**config.mk**
```make
export PLATFORM = sky130hd
export DESIGN_NAME = cdb_broadcaster
export DESIGN_NICKNAME = d
export VERILOG_FILES = /design/src/rtl/cdb_broadcaster.sv
export SDC_FILE = /design/constraint.sdc
export NUM_CORES = 1
export LEC_CHECK = 0
export CAP_MARGIN = 20
export CORE_UTILIZATION = 25
export CTS_BUF_LIST = sky130_fd_sc_hd__clkbuf_8
export DETAILED_ROUTE_END_ITERATION = 16
export GPL_TIMING_DRIVEN = 0
export PLACE_DENSITY = 0.48
export SLEW_MARGIN = 20
export SYNTH_ARGS = -nofsm -noshare
export SYNTH_HDL_FRONTEND = slang
export SYNTH_SLANG_ARGS = --single-unit
```
**constraint.sdc**
```tcl
create_clock -name clk -period 2.8 [get_ports clk]
set_input_delay 0.84 -clock clk [delete_from_list [all_inputs] [get_ports clk]]
set_output_delay 0.84 -clock clk [all_outputs]
set_load 0.005 [all_outputs]
```
**src/rtl/cdb_broadcaster.sv**
```systemverilog
// cdb_broadcaster
//   Transmit end of the common data bus. Each functional unit pushes results
//   into its own small in-order FIFO. A round-robin arbiter picks one FIFO
//   head per cycle and drives it onto the registered broadcast outputs.
//
//   Ports
//     clk        system clock, all state updates on posedge
//     RST        asynchronous active-high reset
//     src_valid  per-source result valid
//     src_label  per-source producer tag, 4 bits each (tag 0 = no producer)
//     src_data   per-source result value, 32 bits each
//     src_ready  per-source "FIFO has room", a function of state only
//     BCEN       broadcast valid (registered)
//     BClabel    broadcast tag (registered, holds when idle)
//     BCdata     broadcast value (registered, holds when idle)
//     pending    some FIFO is non-empty
//     stall_cnt  saturating count of cycles with a refused valid
//                (present only when CDB_STALL_CNT_EN is defined)
//
//   Build option: define CDB_STALL_CNT_EN to add the stall_cnt output.
module cdb_broadcaster #(
    parameter int N_SRC = 3,
    parameter int DEPTH = 2
) (
    input  logic                 clk,
    input  logic                 RST,
    input  logic [N_SRC-1:0]     src_valid,
    input  logic [4*N_SRC-1:0]   src_label,
    input  logic [32*N_SRC-1:0]  src_data,
    output logic [N_SRC-1:0]     src_ready,
    output logic                 BCEN,
    output logic [3:0]           BClabel,
    output logic [31:0]          BCdata,
    output logic                 pending
`ifdef CDB_STALL_CNT_EN
    ,
    output logic [15:0]          stall_cnt
`endif
);

    localparam int PW = $clog2(DEPTH);
    localparam int CW = $clog2(DEPTH + 1);
    localparam int SW = $clog2(N_SRC);

    logic [3:0]    labelMem [N_SRC][DEPTH];
    logic [31:0]   dataMem  [N_SRC][DEPTH];
    logic [PW-1:0] rdPtr    [N_SRC];
    logic [PW-1:0] wrPtr    [N_SRC];
    logic [CW-1:0] count    [N_SRC];
    logic [SW-1:0] rrPtr;

    logic [N_SRC-1:0] notEmpty;
    logic [N_SRC-1:0] push;
    logic [N_SRC-1:0] pop;
    logic             found;
    logic [SW-1:0]    winner;
    logic [SW-1:0]    nextPtr;
    logic [3:0]       headLabel;
    logic [31:0]      headData;

    always_comb begin
        for (int i = 0; i < N_SRC; i++) begin
            notEmpty[i]  = (count[i] != '0);
            src_ready[i] = (count[i] < CW'(DEPTH));
        end
    end

    assign pending = |notEmpty;

    // Rotating priority: start at rrPtr and take the first non-empty FIFO.
    always_comb begin
        int idx;
        idx    = 0;
        found  = 1'b0;
        winner = '0;
        for (int k = 0; k < N_SRC; k++) begin
            idx = int'(rrPtr) + k;
            if (idx >= N_SRC) idx = idx - N_SRC;
            if (!found && notEmpty[idx]) begin
                found  = 1'b1;
                winner = SW'(idx);
            end
        end
    end

    assign nextPtr   = (winner == SW'(N_SRC - 1)) ? '0 : winner + SW'(1);
    assign headLabel = labelMem[winner][rdPtr[winner]];
    assign headData  = dataMem[winner][rdPtr[winner]];

    // Tag 0 completes the handshake but is never stored, so it can never
    // reach the bus.
    always_comb begin
        for (int i = 0; i < N_SRC; i++) begin
            push[i] = src_valid[i] && src_ready[i] && (src_label[4*i +: 4] != 4'd0);
            pop[i]  = found && (winner == SW'(i));
        end
    end

    always_ff @(posedge clk) begin
        for (int i = 0; i < N_SRC; i++) begin
            if (push[i]) begin
                labelMem[i][wrPtr[i]] <= src_label[4*i +: 4];
                dataMem[i][wrPtr[i]]  <= src_data[32*i +: 32];
            end
        end
    end

    always_ff @(posedge clk or posedge RST) begin
        if (RST) begin
            for (int i = 0; i < N_SRC; i++) begin
                rdPtr[i] <= '0;
                wrPtr[i] <= '0;
                count[i] <= '0;
            end
            rrPtr   <= '0;
            BCEN    <= 1'b0;
            BClabel <= 4'd0;
            BCdata  <= 32'd0;
        end else begin
            for (int i = 0; i < N_SRC; i++) begin
                if (push[i]) wrPtr[i] <= wrPtr[i] + PW'(1);
                if (pop[i])  rdPtr[i] <= rdPtr[i] + PW'(1);
                case ({push[i], pop[i]})
                    2'b10:   count[i] <= count[i] + CW'(1);
                    2'b01:   count[i] <= count[i] - CW'(1);
                    default: count[i] <= count[i];
                endcase
            end
            if (found) begin
                BCEN    <= 1'b1;
                BClabel <= headLabel;
                BCdata  <= headData;
                rrPtr   <= nextPtr;
            end else begin
                BCEN    <= 1'b0;
            end
        end
    end

`ifdef CDB_STALL_CNT_EN
    logic stallHit;
    assign stallHit = |(src_valid & ~src_ready);

    always_ff @(posedge clk or posedge RST) begin
        if (RST) begin
            stall_cnt <= 16'd0;
        end else if (stallHit && (stall_cnt != 16'hFFFF)) begin
            stall_cnt <= stall_cnt + 16'd1;
        end
    end
`endif

endmodule

```
Yosys cells after proc, flatten, opt, wreduce, memory -nomap -nowiden
Memories as Yosys holds them, arrays and structs flattened.
Cells that the tools add are included.
{"block": "classes", "n_addsub": 18, "order_cmp": 17, "n_eq_ne": 8, "n_mux": 53, "bitwise": 5, "reduce_logical": 27}
{"operator": "32-bit 2-to-1 mux", "n": 9}
{"operator": "64-bit 2-to-1 mux", "n": 3}
{"operator": "32-bit demux with 1-bit select", "n": 3}
{"operator": "32-bit by 4-bit < comparator with 1-bit output (second input constant)", "n": 3}
{"operator": "4-bit 2-to-1 mux", "n": 6}
{"operator": "8-bit 2-to-1 mux", "n": 3}
{"operator": "1-bit 2-to-1 mux", "n": 15}
{"operator": "1-bit logical AND", "n": 14}
{"operator": "4-bit demux with 1-bit select", "n": 3}
{"operator": "2-bit case mux with 2 select lines", "n": 3}
{"operator": "2-bit nonzero test", "n": 6}
{"operator": "4-bit nonzero test", "n": 3}
{"operator": "2-bit greater-or-equal comparator (second input constant)", "n": 5}
{"operator": "2-bit by 1-bit adder with 2-bit output (second input constant)", "n": 4}
{"operator": "1-bit binary-select mux with 2-bit select", "n": 4}
{"operator": "2-bit by 1-bit == test with 1-bit output (second input constant)", "n": 4}
{"operator": "2-bit == test (second input constant)", "n": 4}
{"operator": "2-bit 2-to-1 mux", "n": 4}
{"operator": "1-bit NOT with 2-bit output", "n": 4}
{"operator": "3-bit by 2-bit subtractor with 4-bit output (second input constant)", "n": 2}
{"operator": "1-bit adder (second input constant)", "n": 6}
{"operator": "3-bit by 2-bit greater-or-equal comparator with 1-bit output (second input constant)", "n": 2}
{"operator": "2-bit by 1-bit < comparator with 1-bit output (second input constant)", "n": 3}
{"operator": "2-bit < comparator (second input constant)", "n": 3}
{"operator": "9 further kinds", "n": 12}
{"block": "word_totals", "ff_bits": 51, "mem_bits_rw": 216, "in_bits": 113, "output_inout_bits": 41, "word_cells": 143, "mem_count": 2}
{"name": "dataMem", "words": 3, "word_bits": 64, "read_ports": 1, "rd_clocked_by_memory_dff": 0, "write_ports": 3, "line_no": "46", "rtl": "logic [31:0] dataMem [N_SRC][DEPTH];"}
{"name": "labelMem", "words": 3, "word_bits": 8, "read_ports": 1, "rd_clocked_by_memory_dff": 0, "write_ports": 3, "line_no": "45", "rtl": "logic [3:0] labelMem [N_SRC][DEPTH];"}

Longest topological paths before layout
Gate-level depths: netlist (run 1).
{"block": "depth", "depth_word": 20, "ltp_mapped": 14}

Least setup slack after synthesis (run 1)
Ideal clock, no wire load.
{"block": "synth_path", "kind": "in2reg", "start": "input port src_label[0]", "end": "memory dataMem[0][0] (netlist name), enable pin", "setup_time_ns": 0.429, "t_arrival_ns": 2.622, "required_ns": 2.371, "path_slack_ns": -0.252, "path_stages": 3, "cell_sequence": "or4_1 > nand3_1 > nor2_1"}
{"element": "start: declaration", "line_no": "28", "rtl": "input logic [4*N_SRC-1:0] src_label,"}
{"element": "end: declaration", "line_no": "46"}

Worst setup path after layout (run 1)
{"block": "layout_path", "start": "register rrPtr[0]", "end": "register BClabel[0]"}
{"block": "layout_via", "elab_chain_len": 20, "elab_cells_between_ends": 39}
{"element": "start: declaration", "line_no": "50", "rtl": "logic [SW-1:0] rrPtr;"}
{"element": "start signal: assignment", "line_no": "133", "rtl": "rrPtr <= nextPtr;"}
{"element": "parallel branches: the longest is 20 deep, another holds 3-bit by 2-bit subtractor with 4-bit output"}
{"element": "end signal: assignment", "line_no": "131", "rtl": "BClabel <= headLabel;"}
{"element": "end: declaration", "line_no": "32", "rtl": "output logic [3:0] BClabel,"}
Several ways; the timed one is not identified. The select of a mux whose other input is x is not followed.
A chain may end at the register's enable or synchronous reset.

==> impl_metrics.py, run 1 <==
metrics = {
    "synth": {
        "synth_xor_area_share_pct": 1.30,
        "synth.distinct_cells": 40,
        "syn_area_per_cell_sq_um": 15.3,
        "ys.flop_type": "edfxtp_1",
        "ys_seq_elements": 267,
        "yosysWarningCount": 0,
        "synth_mux_area_share_pct": 4.98,
        "synth_top_cell_area_share_pct": 60.1,
        "synth_top_cell_by_area": "edfxtp_1",
        "synth_area_sq_um": 10800,
        "ys_top_cells_by_area": "edfxtp_1, dfrtp_1, a22oi_1",
        "synth_edf_count": 216,
        "synth_fp_nets": 826,
        "synth-compound-area-share_pct": 13.7,
        "synth.most_common_cell": "edfxtp_1",
        "ys_seq_area_share_pct": 71.9,
        "synth_top_family_by_area": "compound AO/OA/AOI/OAI gates",
        "synth.top_cells.by_count": "edfxtp_1, a31oi_1, a22oi_1, nor2_1, dfrtp_1",
        "yosys.area_share.simple_pct": 3.17,
        "async_flop_share_pct": 19.1,
        "synthAdderAreaFrac_pct": 0.696,
        "syn_inst": 707,
    },
    "grt": {
        "grt_pass1_wl_mm": 48.1,
        "grt_pass1_vias": 7484,
        "overflow": 0,
        "grt_usage_pct": 14.9,
        "antenna_found_initial": 2,
        "grt_max_degree": 35,
    },
    "floorplan": {
        "die_h_um": 210,
        "die_w_um": 210,
        "coreArea_sq_um": 42200,
        "dieArea_sq_um": 44000,
        "rows": 75,
        "start_util_pct": 25.5,
        "num_io_pins": 154,
    },
    "clock_tree": {
        "hold_buffers": 0,
        "cts.sinks": 267,
        "clk_pin_slew_ps": 60,
        "clk_latency_ps": 570,
        "cts_made_buffers": 46,
        "root_buffer": "clkbuf_8",
        "cts_tree": "yes",
        "clk_path_buf_depth": 3,
        "cts.htree.levels": 2,
    },
    "sta": {
        "hold_violations": 0,
        "finalSetupTns_ps": 0,
        "fin_crit_ps": 2770,
        "maxSlewHeadroom_pct": 49.5,
        "post-route-period-util_pct": 98.9,
        "fmax_mhz": 361,
        "setup_violations": 0,
        "slew_violations": 0,
        "grt_setup_unrepaired": "yes",
        "worstMarginPinSlew_ps": 756,
        "clock-skew-final_ps": 20.8,
    },
    "final_layout": {
        "post-route-util_pct": 36.2,
        "syn_to_final_growth_pct": 41.8,
        "multi_input_area_sq_um": 3300,
        "drive_gt1_share_pct": 26.9,
        "nets": 1053,
        "fill_cells": 4019,
        "seq_area_sq_um": 7760,
        "num_antenna_cells": 0,
    },
    "job": {
        "cap_violations": 0,
    },
    "route": {
        "ant_nets": 0,
        "dr.first_iter.drc_count": 407,
        "totalWireLength_mm": 33.1,
        "drcViolationCount": 0,
        "first_pass_iters": 5,
        "wire_per_inst_um": 21.9,
        "vias": 6980,
        "vias_per_cell": 4.62,
    },
    "placed_design": {
        "gp_congestion": 0.799,
        "post-dp-hpwl_mm": 22.3,
        "portBuffers": 153,
    },
    "run_status": {
        "status": "finished clean",
    },
    "worst_hold_path": {
        "hp-class": "reg2reg",
    },
    "setup_path": {
        "setup.worst_path.start_class": "register",
        "cp_data_required_time_ps": 3210,
        "worstPathArrival_ps": 3180,
        "critPathMaxFanout": 10,
        "path_class": "reg2reg",
        "cp-end-kind": "register",
    },
}
==> worst max-delay path: stages, from the launching register on <==
cell and delay, ps:
dfrtp_1 390, inv_2 70, ha_4 290, o21ai_0 100, a31oi_2 190, o21bai_2 160, mux2_4 390, o21a_4 240
buf_12 150, buf_12 140, buf_12 150, a31oi_4 210, a31oi_1 120
==> logic make-up (layout without fill, tap and decap cells) <==
logic type               Yosys count  count (layout)
AND/OR/NAND/NOR                   75              75
adder cells (fa/ha/maj)            6               6
flip-flops                       267             267
XOR/XNOR                          16              16
AO/OA/AOI/OAI                    203             203
multiplexers                      37              37
buffers and inverters            103             368
==> layer usage <==
metal / GRT usage, % / part of all wire, % / wire [um] / up-vias
met3: 3.37 / 4.6 / 1520 / 43
li1: - / - / - / 3252
met2: 25.2 / 50 / 16500 / 161
met5: 0 / 0.069 / 23 / -
met4: 3.93 / 1.8 / 596 / 4
met1: 19.0 / 44 / 14400 / 3520
==> placed cells by master, fill, tap and decap left out, types with 7 or more instances in the layout <==
cell,n
inv_1,60
clkinv_2,10
a31oi_4,15
clkbuf_8,51
a31oi_2,13
edfxtp_1,216
o21ai_0,7
nor2_4,10
a22oi_1,72
a2111oi_2,16
clkdlybuf4s50_1,153
nor2_1,43
xnor2_1,15
a2111oi_4,11
mux2_4,32
dfrtp_1,51
buf_4,18
buf_12,17
clkbuf_2,16
a2111oi_0,8
a31oi_1,45
==> area by class of cell <==
type,instances,area share (%)
Sequential cell,267,50.7
Clock buffer,51,4.59
Multi-Input combinational cell,337,21.6
Clock inverter,35,1.23
Tap cell,539,4.41
Inverter,47,1.17
Timing Repair Buffer,185,13.5
Buffer,50,2.76
==> flip-flops by register name (all words and copies together), names as in the netlist <==
| register | cells |
|---|---|
| BCEN | 1 |
| rrPtr | 2 |
| dataMem | 192 |
| labelMem | 24 |
| BClabel | 4 |
| BCdata | 32 |
| count | 6 |
| rdPtr | 3 |
| wrPtr | 3 |
==> worst paths after layout <==
check / cells past startpoint / end / slack (ps) / startpoint
max: 12 / BClabel[0]$_DFFE_PP0P_ / 30 / rrPtr[0]$_DFFE_PP0P_
min: 1 / rdPtr[2]$_DFFE_PP0P_ / 470 / rdPtr[2]$_DFFE_PP0P_
max reg2reg: 12 / BClabel[0]$_DFFE_PP0P_ / 30 / rrPtr[0]$_DFFE_PP0P_
min reg2reg: 1 / rdPtr[2]$_DFFE_PP0P_ / 470 / rdPtr[2]$_DFFE_PP0P_
max in group asynchronous: 3 / BCdata[21]$_DFFE_PP0P_ / 1670 / RST
min in group asynchronous: 2 / BCdata[9]$_DFFE_PP0P_ / 610 / RST
==> stage by stage <==
stage | setup WS, ps | instances | instance area [sq um] | hold WS (ps)
after floorplan | -252 | 707 | 10800 | 434
after global placement | -2770 | 1399 | 13000 | 451
after detailed placement | -687 | 1411 | 13300 | 459
after CTS | 0.499 | 1508 | 14700 | 469
after global routing | -84.8 | 1511 | 15300 | 487
final | 29.9 | 1511 | 15300 | 467
==> what timing repair did <==
| item | CTS | global route |
|---|---|---|
| pin swaps | 4 | 12 |
| buffers inserted | 13 | 1 |
| gates cloned | 1 | 5 |
| setup endpoints to repair | 43 | 41 |
| gates resized for setup | 109 | 119 |
Power of run 1 is left out: the tool's default activity adds up to more than one toggle a clock period on the data nets, which glitch-free logic cannot reach.
==> inputs of run 2 (changes only) <==
Settings changed: ABC_CLOCK_PERIOD_IN_PS from default to 2800, CORE_UTILIZATION 25 to 30, PLACE_DENSITY 0.48 to 0.55.
==> run 2 against run 1 <==
Effect of this change: the flow now finishes with violations (negative setup slack); worst setup slack worse by 60 ps; sequential share of layout area is 2.2 points higher; via count is 0.24% lower.
==> impl_metrics.py, run 2 (same netlist as run 1, synthesis figures left out) <==
metrics = {
    "sta": {
        "maxSlewHeadroom_pct": 48.9,
        "slew_violations": 0,
        "hold_slack_ps": 464,
        "setup_violations": 12,
        "worstMarginPinSlew_ps": 764,
        "fin_crit_ps": 2830,
        "worst_slack_ps": -30.2,
        "fmax_mhz": 353,
        "hold_violations": 0,
        "clock-skew-final_ps": 15.0,
        "grt_setup_unrepaired": "yes",
        "post-route-period-util_pct": 101,
        "finalSetupTns_ps": -177,
    },
    "placed_design": {
        "portBuffers": 153,
        "post-dp-hpwl_mm": 20.9,
        "pre_cts_ws_ps": -555,
        "gp_congestion": 0.795,
        "dp.cells": 1330,
    },
    "final_layout": {
        "drive_gt1_share_pct": 21.2,
        "fin_cells": 1427,
        "nets": 1048,
        "syn_to_final_growth_pct": 35.9,
        "num_antenna_cells": 0,
        "final_common_cell": "edfxtp_1",
        "layout_common_cells": "edfxtp_1, clkdlybuf4s50_1, a22oi_1",
        "largest_register_ffs": 192,
    },
    "route": {
        "totalWireLength_mm": 30.2,
        "drcViolationCount": 0,
        "first_pass_iters": 5,
        "ant_nets": 0,
        "vias": 6963,
        "vias_per_cell": 4.88,
        "dr.first_iter.drc_count": 374,
        "wire_per_inst_um": 21.1,
    },
    "setup_path": {
        "r2r_start": "rrPtr[0]$_DFFE_PP0P_",
        "reg2reg_slack_ps": -30,
        "r2r-end": "BClabel[2]$_DFFE_PP0P_",
        "critPathTopFamily": "compound AO/OA/AOI/OAI gates",
        "cp-end-kind": "register",
        "setup.worst_path.start_class": "register",
        "path_buf_inv": 4,
        "cp_data_required_time_ps": 3210,
        "slowest_delay_ps": 390,
        "path_class": "reg2reg",
        "crit_slowest_cell": "dfrtp_1",
        "critPathMaxFanout": 10,
        "worstPathArrival_ps": 3240,
        "r2r_cells": 12,
        "cpMostUsedCell": "a31oi_1",
        "path_cells": "inv_2 > ha_4 > o21ai_0 > a31oi_1 > o21bai_2 > mux2_4 > o21a_1 > buf_12 > buf_8 > buf_8 > a31oi_1 > a31oi_1",
    },
    "clock_tree": {
        "clk_latency_ps": 550,
        "root_buffer": "clkbuf_8",
        "cts.sinks": 267,
        "cts_tree": "yes",
        "cts_made_buffers": 46,
        "clk_path_buf_depth": 3,
        "clk_pin_slew_ps": 60,
        "cts.htree.levels": 2,
    },
    "grt": {
        "antenna_found_initial": 1,
        "grt_pass1_vias": 7421,
        "grt_usage_pct": 16.5,
        "grt_max_degree": 37,
        "grt_pass1_wl_mm": 44.5,
        "overflow": 0,
    },
    "worst_hold_path": {
        "hp-class": "reg2reg",
        "hp-start": "rdPtr[2]$_DFFE_PP0P_",
        "hold_depth": 1,
        "whs_endpoint": "rdPtr[2]$_DFFE_PP0P_",
    },
    "power_and_ir_drop": {
        "p_leak_nw": 5.24,
        "vdd_drop_max_mv": 0.771,
        "power.total_mw": 21.6,
        "p_per_area_nw_per_um2": 1470,
    },
    "floorplan": {
        "num_io_pins": 154,
        "die_h_um": 192,
        "start_util_pct": 30.4,
        "dieArea_sq_um": 36700,
        "rows": 69,
        "die_w_um": 192,
        "coreArea_sq_um": 35500,
    },
    "job": {
        "cap_violations": 0,
    },
    "run_status": {
        "status": "finished, violations left",
        "violations": "negative setup slack",
    },
}
## run 2: changes by cell type in the layout (fill, tap and decap cells not counted), moves of 7 or more
cell / before / now
a31oi_1: 45 / 59
a2111oi_1: 1 / 13
a2111oi_2: 16 / 5
a31oi_4: 15 / 5
a2111oi_4: 11 / 2
buf_12: 17 / 8
a2111oi_0: 8 / 16
clkinv_2: 10 / 3
## run 2: worst max path at each step
stage | startpoint | end | slack, ps | cells past startpoint
after floorplan | src_label[0] | dataMem[0][0]$_DFFE_PP_ | -250 | 3
after global placement | src_label[11] | dataMem[2][56]$_DFFE_PP_ | -2490 | 4
final | rrPtr[0]$_DFFE_PP0P_ | BClabel[2]$_DFFE_PP0P_ | -30 | 12
after CTS | rrPtr[1]$_DFFE_PP0P_ | BCdata[28]$_DFFE_PP0P_ | -20 | 12
after detailed placement | rrPtr[0]$_DFFE_PP0P_ | BCdata[28]$_DFFE_PP0P_ | -550 | 11
after global routing | rrPtr[0]$_DFFE_PP0P_ | BCdata[0]$_DFFE_PP0P_ | -150 | 11
## run 2: routing by layer
layer / track usage [%] / part of all wire, % / vias to the layer above
met5: 0 / 0.030 / -
met2: 28.1 / 50 / 166
met3: 3.76 / 5.3 / 52
li1: - / - / 3234
met1: 20.9 / 43 / 3509
met4: 4.79 / 2.0 / 2
## run 2: cell type report
class | count | area (sq um)
clock buffer | 49 | 674
clock inverter | 36 | 225
fill | 3309 | 20800
tap | 461 | 577
timing repair buffer | 179 | 1980
buffer | 51 | 374
inverter | 47 | 179
multi-input combinational | 337 | 2890
sequential | 267 | 7760
## run 2: per-stage QoR
stage | utilization (%) | instance area [sq um]
after CTS | 40.6 | 14400
after detailed placement | 37.1 | 13200
after floorplan | - | 10800
after global placement | 36.3 | 12900
final | 41.3 | 14700
after global routing | 41.3 | 14700
## run 2: worst reg2reg max path, delay by kind of cell (launching register included)
| family | cells | cell delay (ps) |
|---|---|---|
| compound gates | 6 | 1110 |
| fa+ha+maj | 1 | 310 |
| buf+inv | 4 | 510 |
| flops | 1 | 390 |
| mux | 1 | 370 |
## run 2: power by group
group | switching, mW | internal (mW) | total [mW]
Combinational | 6.48 | 5.78 | 12.3
Sequential | 0.415 | 5.46 | 5.87
Clock | 1.54 | 1.89 | 3.43
## run 2: what timing repair did
item                       in CTS  in global routing
setup endpoints to repair      43                 40
hold buffers                    0                  0
buffers inserted               11                  4
pin swaps                       8                 15
resized for setup              63                 75
gates cloned                    2                  1
No activity file was read; power rests on OpenSTA's default activity.
